File: src/rtl/lfsr_pkg.sv
`default_nettype none
// +----------------------------------------------------------------------+
// | Module      : lfsr_pkg                                               |
// | Description : Shared types, mode constants and LFSR step function.   |
// | Revision    : 1.0  initial release                                   |
// +----------------------------------------------------------------------+
package lfsr_pkg;

  // Widest register the shared step function can handle.
  localparam int LFSR_MAX_W = 64;

  localparam logic MODE_FIB = 1'b0;
  localparam logic MODE_GAL = 1'b1;

  typedef enum logic [1:0] {
    ST_IDLE = 2'd0,
    ST_RUN  = 2'd1,
    ST_FIN  = 2'd2
  } state_t;

  // One LFSR shift. Operands are zero-extended to LFSR_MAX_W bits and the
  // result is masked back to `width` bits. When width equals LFSR_MAX_W the
  // shifted-out one wraps to zero, so the mask becomes all ones.
  function automatic logic [LFSR_MAX_W-1:0] lfsr_next(
    input logic [LFSR_MAX_W-1:0] state,
    input logic [LFSR_MAX_W-1:0] taps,
    input logic                  mode,
    input int                    width = LFSR_MAX_W
  );
    logic [LFSR_MAX_W-1:0] mask;
    logic [LFSR_MAX_W-1:0] nxt;
    mask = (LFSR_MAX_W'(1) << width) - LFSR_MAX_W'(1);
    if (mode == MODE_GAL) begin
      nxt = (state >> 1) ^ (state[0] ? taps : '0);
    end else begin
      nxt = {state[LFSR_MAX_W-2:0], ^(state & taps)};
    end
    return nxt & mask;
  endfunction

endpackage
`default_nettype wire

File: src/rtl/lfsr_seq_if.sv
`default_nettype none
// +----------------------------------------------------------------------+
// | Module      : lfsr_seq_if                                            |
// | Description : Control/result bundle between sequencer and its host.  |
// | Revision    : 1.0  initial release                                   |
// +----------------------------------------------------------------------+
interface lfsr_seq_if #(
  parameter int WIDTH = 8,
  parameter int CNT_W = 8
);
  logic             start;
  logic [WIDTH-1:0] seed;
  logic [WIDTH-1:0] taps;
  logic [CNT_W-1:0] steps;
  logic             mode;
  logic [WIDTH-1:0] prod;
  logic             busy;
  logic             done;
  logic             lock_err;
  logic [CNT_W-1:0] period;
  logic             period_valid;

  modport master (
    output start, seed, taps, steps, mode,
    input  prod, busy, done, lock_err, period, period_valid
  );

  modport slave (
    input  start, seed, taps, steps, mode,
    output prod, busy, done, lock_err, period, period_valid
  );
endinterface
`default_nettype wire

File: src/rtl/lfsr_step.sv
`default_nettype none
// +----------------------------------------------------------------------+
// | Module      : lfsr_step                                              |
// | Description : Combinational next-value for Fibonacci/Galois LFSR.    |
// | Revision    : 1.0  initial release                                   |
// +----------------------------------------------------------------------+
module lfsr_step
  import lfsr_pkg::*;
#(
  parameter int WIDTH = 8
) (
  input  wire logic [WIDTH-1:0] i_state,
  input  wire logic [WIDTH-1:0] i_taps,
  input  wire logic             i_mode,
  output logic      [WIDTH-1:0] o_next
);

  assign o_next = WIDTH'(lfsr_next(LFSR_MAX_W'(i_state), LFSR_MAX_W'(i_taps),
                                   i_mode, WIDTH));

endmodule
`default_nettype wire

File: src/rtl/lfsr_seq.sv
`default_nettype none
// +----------------------------------------------------------------------+
// | Module      : lfsr_seq                                               |
// | Description : Runs N LFSR steps from a seed, flags lock-up & period. |
// | Revision    : 1.0  initial release                                   |
// +----------------------------------------------------------------------+
module lfsr_seq
  import lfsr_pkg::*;
#(
  parameter int WIDTH = 8,
  parameter int CNT_W = 8
) (
  input wire logic  clk,
  input wire logic  rst,
  lfsr_seq_if.slave bus
);

  state_t           r_state,  w_state_nxt;
  logic [WIDTH-1:0] r_prod,   w_prod_nxt;
  logic [WIDTH-1:0] r_seed,   w_seed_nxt;
  logic [WIDTH-1:0] r_taps,   w_taps_nxt;
  logic             r_mode,   w_mode_nxt;
  logic [CNT_W-1:0] r_cnt,    w_cnt_nxt;
  logic [CNT_W-1:0] r_k,      w_k_nxt;
  logic [CNT_W-1:0] r_period, w_period_nxt;
  logic             r_pvalid, w_pvalid_nxt;
  logic             r_busy,   w_busy_nxt;
  logic             r_done,   w_done_nxt;
  logic             r_lock,   w_lock_nxt;
  logic [WIDTH-1:0] w_step;

  lfsr_step #(
    .WIDTH (WIDTH)
  ) u_step (
    .i_state (r_prod),
    .i_taps  (r_taps),
    .i_mode  (r_mode),
    .o_next  (w_step)
  );

  always_comb begin
    w_state_nxt  = r_state;
    w_prod_nxt   = r_prod;
    w_seed_nxt   = r_seed;
    w_taps_nxt   = r_taps;
    w_mode_nxt   = r_mode;
    w_cnt_nxt    = r_cnt;
    w_k_nxt      = r_k;
    w_period_nxt = r_period;
    w_pvalid_nxt = r_pvalid;
    w_lock_nxt   = 1'b0;

    case (r_state)
      ST_IDLE: begin
        if (bus.start) begin
          w_seed_nxt   = bus.seed;
          w_taps_nxt   = bus.taps;
          w_mode_nxt   = bus.mode;
          w_cnt_nxt    = bus.steps;
          w_prod_nxt   = bus.seed;
          w_k_nxt      = '0;
          w_period_nxt = '0;
          w_pvalid_nxt = 1'b0;
          // An all-zero seed would never leave zero, so refuse the run.
          if (bus.seed == '0) begin
            w_lock_nxt = 1'b1;
          end else if (bus.steps == '0) begin
            w_state_nxt = ST_FIN;
          end else begin
            w_state_nxt = ST_RUN;
          end
        end
      end

      ST_RUN: begin
        w_prod_nxt = w_step;
        w_cnt_nxt  = r_cnt - CNT_W'(1);
        w_k_nxt    = r_k + CNT_W'(1);
        if ((w_step == r_seed) && !r_pvalid) begin
          w_period_nxt = r_k + CNT_W'(1);
          w_pvalid_nxt = 1'b1;
        end
        if (r_cnt == CNT_W'(1)) begin
          w_state_nxt = ST_FIN;
        end
      end

      ST_FIN: begin
        w_state_nxt = ST_IDLE;
      end

      default: begin
        w_state_nxt = ST_IDLE;
      end
    endcase

    // Status flags are registered copies of the state being entered.
    w_busy_nxt = (w_state_nxt == ST_RUN);
    w_done_nxt = (w_state_nxt == ST_FIN);
  end

  always_ff @(posedge clk) begin
    if (rst) begin
      r_state  <= ST_IDLE;
      r_prod   <= '0;
      r_seed   <= '0;
      r_taps   <= '0;
      r_mode   <= MODE_FIB;
      r_cnt    <= '0;
      r_k      <= '0;
      r_period <= '0;
      r_pvalid <= 1'b0;
      r_busy   <= 1'b0;
      r_done   <= 1'b0;
      r_lock   <= 1'b0;
    end else begin
      r_state  <= w_state_nxt;
      r_prod   <= w_prod_nxt;
      r_seed   <= w_seed_nxt;
      r_taps   <= w_taps_nxt;
      r_mode   <= w_mode_nxt;
      r_cnt    <= w_cnt_nxt;
      r_k      <= w_k_nxt;
      r_period <= w_period_nxt;
      r_pvalid <= w_pvalid_nxt;
      r_busy   <= w_busy_nxt;
      r_done   <= w_done_nxt;
      r_lock   <= w_lock_nxt;
    end
  end

  assign bus.prod         = r_prod;
  assign bus.busy         = r_busy;
  assign bus.done         = r_done;
  assign bus.lock_err     = r_lock;
  assign bus.period       = r_period;
  assign bus.period_valid = r_pvalid;

endmodule
`default_nettype wire
File: src/flat_wrapper.sv
// flat-port wrapper written by rule: the top's interface ports become plain ports
module lfsr_seq_flat import lfsr_pkg::*;
#(
  parameter int WIDTH = 8,
  parameter int CNT_W = 8
)
  (clk, rst, bus_start, bus_seed, bus_taps, bus_steps, bus_mode, bus_prod, bus_busy, bus_done, bus_lock_err, bus_period, bus_period_valid);
  lfsr_seq_if #(.WIDTH(WIDTH), .CNT_W(CNT_W)) bus_i ();
  input wire logic clk;
  input wire logic rst;
  input wire logic [$bits(bus_i.start)-1:0] bus_start;
  input wire logic [$bits(bus_i.seed)-1:0] bus_seed;
  input wire logic [$bits(bus_i.taps)-1:0] bus_taps;
  input wire logic [$bits(bus_i.steps)-1:0] bus_steps;
  input wire logic [$bits(bus_i.mode)-1:0] bus_mode;
  output wire logic [$bits(bus_i.prod)-1:0] bus_prod;
  output wire logic [$bits(bus_i.busy)-1:0] bus_busy;
  output wire logic [$bits(bus_i.done)-1:0] bus_done;
  output wire logic [$bits(bus_i.lock_err)-1:0] bus_lock_err;
  output wire logic [$bits(bus_i.period)-1:0] bus_period;
  output wire logic [$bits(bus_i.period_valid)-1:0] bus_period_valid;
  assign bus_i.start = bus_start;
  assign bus_i.seed = bus_seed;
  assign bus_i.taps = bus_taps;
  assign bus_i.steps = bus_steps;
  assign bus_i.mode = bus_mode;
  assign bus_prod = bus_i.prod;
  assign bus_busy = bus_i.busy;
  assign bus_done = bus_i.done;
  assign bus_lock_err = bus_i.lock_err;
  assign bus_period = bus_i.period;
  assign bus_period_valid = bus_i.period_valid;
  lfsr_seq #(.WIDTH(WIDTH), .CNT_W(CNT_W)) u_core (.clk(clk), .rst(rst), .bus(bus_i));
endmodule
File: config.mk
export PLATFORM = sky130hd
export DESIGN_NAME = lfsr_seq_flat
export DESIGN_NICKNAME = d
export VERILOG_FILES = /design/src/rtl/lfsr_pkg.sv /design/src/rtl/lfsr_seq_if.sv /design/src/rtl/lfsr_step.sv /design/src/rtl/lfsr_seq.sv /design/src/flat_wrapper.sv
export SDC_FILE = /design/constraint.sdc
export NUM_CORES = 1
export LEC_CHECK = 0
export CAP_MARGIN = 20
export CORE_MARGIN = 10
export CORE_UTILIZATION = 57
export DETAILED_ROUTE_END_ITERATION = 16
export GPL_TIMING_DRIVEN = 0
export HOLD_SLACK_MARGIN = 0.15
export MAX_ROUTING_LAYER = met4
export PLACE_DENSITY = 0.94
export SYNTH_ARGS = -nofsm -noshare
export SYNTH_HDL_FRONTEND = slang
export SYNTH_SLANG_ARGS = --single-unit
File: constraint.sdc
create_clock -name clk -period 6.6 [get_ports clk]
set_input_delay 1.65 -clock clk [delete_from_list [all_inputs] [get_ports clk]]
set_output_delay 1.65 -clock clk [all_outputs]
set_load 0.1 [all_outputs]
==> results.sh <==
export IMPL_htree_num_levels=2
export IMPL_synth_compound_area_share_pct=19.2
export IMPL_rows=25
export IMPL_fill_cells=367
export IMPL_cellLeakagePower_nw=1.31
export IMPL_synth_simple_area_share_pct=26.4
export IMPL_crit_family="buffers and inverters"
export IMPL_first_pass_iters=7
export IMPL_initial_core_util_pct=58.8
export IMPL_p_per_area_nw_per_um2=230
export IMPL_rsz0062_at_grt="false"
export IMPL_grt_max_degree=16
export IMPL_clock_latency_ps=310
export IMPL_cp_max_fo=7
export IMPL_track_usage_pct=20.5
export IMPL_slowest_stage="clkdlybuf4s50_1"
export IMPL_crit_arrival_ps=1980
export IMPL_ys_seq_elements=55
export IMPL_syn_instance_count=356
export IMPL_gp_congestion=0.931
export IMPL_cp_required_ps=4950
export IMPL_drc_errors=0
export IMPL_drt_vias_per_instance=6.10
export IMPL_multi_input_area_um2=1580
export IMPL_clock_skew_ps=3.73
export IMPL_min_from="u_core.bus.period[1]"
export IMPL_synth_area_per_cell_um2=7.80
export IMPL_synth_adder_area_share_pct=1.35
export IMPL_synth_top_family_by_area="simple AND/OR/NAND/NOR gates"
export IMPL_grt_pass1_vias=2894
export IMPL_cts_root_buf="clkbuf_8"
export IMPL_cp_startpoint="u_core.bus.prod[0]"
export IMPL_status="finished, final reports clean"
export IMPL_hold_viol=0
export IMPL_drv_slew=0
export IMPL_wl_um=8140
export IMPL_crit_chain="clkdlybuf4s50_1"
export IMPL_ctsHoldBuffers=0
export IMPL_port_buffers=46
export IMPL_worst_pin_slew_ps=993
export IMPL_antenna_cells=0
export IMPL_cts_resized=0
export IMPL_worstSetupPathType="reg -> out"
export IMPL_r2r_start="u_core.r_mode"
export IMPL_clock_sinks=55
export IMPL_regArea_um2=1100
export IMPL_critPathCaptureType="output pin"
export IMPL_maxSlewHeadroom_pct=33.6
export IMPL_drive_gt1_share_pct=4.63
export IMPL_hp_class="reg -> reg"
export IMPL_synth_seq_area_share_pct=39.7
export IMPL_numCtsBuffers=5
export IMPL_die_y_um=89.8
export IMPL_maxCapViolCount=0
export IMPL_p_total_mw=0.784
export IMPL_syn_cell_area_um2=2780
export IMPL_pin_count=48
export IMPL_ir_worst_vdd_uv=110
export IMPL_dp_hpwl_um=5960
export IMPL_yosys_warnings=0
export IMPL_cts_tree="done"
export IMPL_post_cts_buffers=0
export IMPL_path_buf_inv=1
export IMPL_fp_dieArea_um2=8060
export IMPL_ys_types=40
export IMPL_finalSetupViolCount=0
export IMPL_wl_per_cell_um=17.1
export IMPL_path_clk_slew_ps=90
export IMPL_start_kind="flip-flop"
export IMPL_fin_tns_setup_ps=0
export IMPL_antenna_violating_nets_post_route=0
export IMPL_period_needed_ps=3630
export IMPL_syn2layout_area_growth_pct=22.5
export IMPL_core_area_um2=4720
export IMPL_fmax_ghz=0.275
export IMPL_min_period_over_period_pct=55.0
export IMPL_gr_total_overflow=0
export IMPL_grt_pass1_wl_um=13600
export IMPL_cts_max_path_buffers=2
export IMPL_synthMuxAreaShare_pct=3.70
export IMPL_synth_xor_area_share_pct=6.35
export IMPL_nNetsFinal=440
export IMPL_die_x_um=89.8
export IMPL_critPathMaxStageDelay_ps=1190
export IMPL_syn_nets=387
export IMPL_drt_iter0_drc=276
export IMPL_antenna_found_initial=0
export IMPL_vias=2912
-- cell usage in the layout, fill, tap and decap left out, types with 5 or more instances in the layout --
master            n
a211oi_1          7
a21bo_2           5
a21oi_1          32
a22oi_1           5
a31oi_1           7
and3_1            6
clkbuf_1         19
clkbuf_8          5
clkdlybuf4s50_1  46
dfxtp_1          55
inv_1             5
mux2i_1           8
nand2_1          75
nand3_1           7
nand3b_1          5
nor2_1           42
nor3_1            8
nor4_1            7
o21ai_0          17
xnor2_1           9
xor2_1            6
-- per-stage QoR --
stage | util, % | setup WS [ps] | hold WS [ps] | instance area, um^2 | std cells
after floorplan | - | 3630 | 436 | 2780 | 356
after global placement | 70.3 | 3290 | 446 | 3320 | 469
after detailed placement | 70.3 | 3270 | 456 | 3320 | 469
after CTS | 72.0 | 2980 | 469 | 3400 | 477
after global routing | 72.0 | 2920 | 494 | 3400 | 477
final | 72.0 | 2970 | 462 | 3400 | 477
-- final timing paths --
| check | cells after the start | slack, ps | endpoint |
|---|---|---|---|
| setup / recovery | 1 | 2970 | bus_prod[0] |
| hold / removal | 2 | 460 | u_core.bus.period[1] |
| setup reg to reg | 8 | 3900 | u_core.bus.period[4] |
| hold reg to reg | 2 | 460 | u_core.bus.period[1] |
-- cell usage after synthesis --
cell        n  area (um^2)
nand2_1    75          282
dfxtp_1    55         1100
nor2_1     42          158
a21oi_1    32          160
clkbuf_1   17         63.8
o21ai_0    17         85.1
xnor2_1     9         78.8
mux2i_1     8         80.1
nor3_1      8         40.0
a211oi_1    7         52.6
a31oi_1     7         43.8
nand3_1     7         35.0
nor4_1      7         43.8
and3_1      6         37.5
xor2_1      6         52.6
a21bo_2     5         50.1
a22oi_1     5         37.5
inv_1       5         18.8
nand3b_1    5         37.5
ha_1        3         37.5
nand4_1     3         18.8
nor2b_1     3         18.8
o221a_2     3         33.8
a222oi_1    2         20.0
nor3_2      2         20.0
or3_1       2         12.5
xnor3_1     2         45.0
a2111oi_0   1         8.76
a311oi_1    1         8.76
a32oi_1     1         8.76
and4_1      1         8.76
buf_1       1         3.75
buf_2       1         5.00
mux2i_4     1         22.5
nand2b_1    1         6.26
nor3b_1     1         7.51
o211ai_1    1         7.51
o21ai_2     1         8.76
o31a_1      1         8.76
or4_1       1         7.51
-- sequential cells by signal, indices dropped and copies added (netlist names) --
name,count
u_core.bus.prod,8
u_core.r_mode,1
u_core.bus.lock_err,1
u_core.r_cnt,8
u_core.bus.busy,1
u_core.bus.period,8
u_core.bus.period_valid,1
u_core.r_taps,8
u_core.r_k,8
u_core.bus.done,1
u_core.r_state,2
u_core.r_seed,8
-- logic make-up (layout without fill, tap and decap cells) --
group                      count (synthesis)  after routing
and+or+nand+nor                          164            164
buffers and inverters                     24             78
xor gates and xnor gates                  17             17
AOI/OAI and AO/OA                         84             84
adders and majority gates                  3              3
DFF                                       55             55
muxes                                      9              9
-- cell type report --
| type | instances | share of cell area, % |
|---|---|---|
| buffer | 19 | 2.13 |
| multi-input combinational | 277 | 46.6 |
| sequential | 55 | 32.4 |
| tap | 67 | 2.46 |
| timing repair buffer | 46 | 13.5 |
| inverter | 5 | 0.552 |
| clock buffer | 7 | 2.24 |
| clock inverter | 1 | 0.147 |
-- where the power goes --
group,switching (mW),internal (mW),leakage (nW)
logic,0.146,0.0777,0.815
registers,0.0235,0.353,0.450
clock network,0.109,0.0749,0.0422
total,0.278,0.506,1.31
-- per-layer routing --
metal / global-route usage (%) / wire length (um) / up-vias
li1: - / - / 1350
met1: 23.1 / 3250 / 1366
met2: 33.4 / 3970 / 167
met3: 5.65 / 668 / 29
met4: 8.63 / 251 / 0
met5: - / 0 / -
No activity file was read; power rests on OpenSTA's default activity.
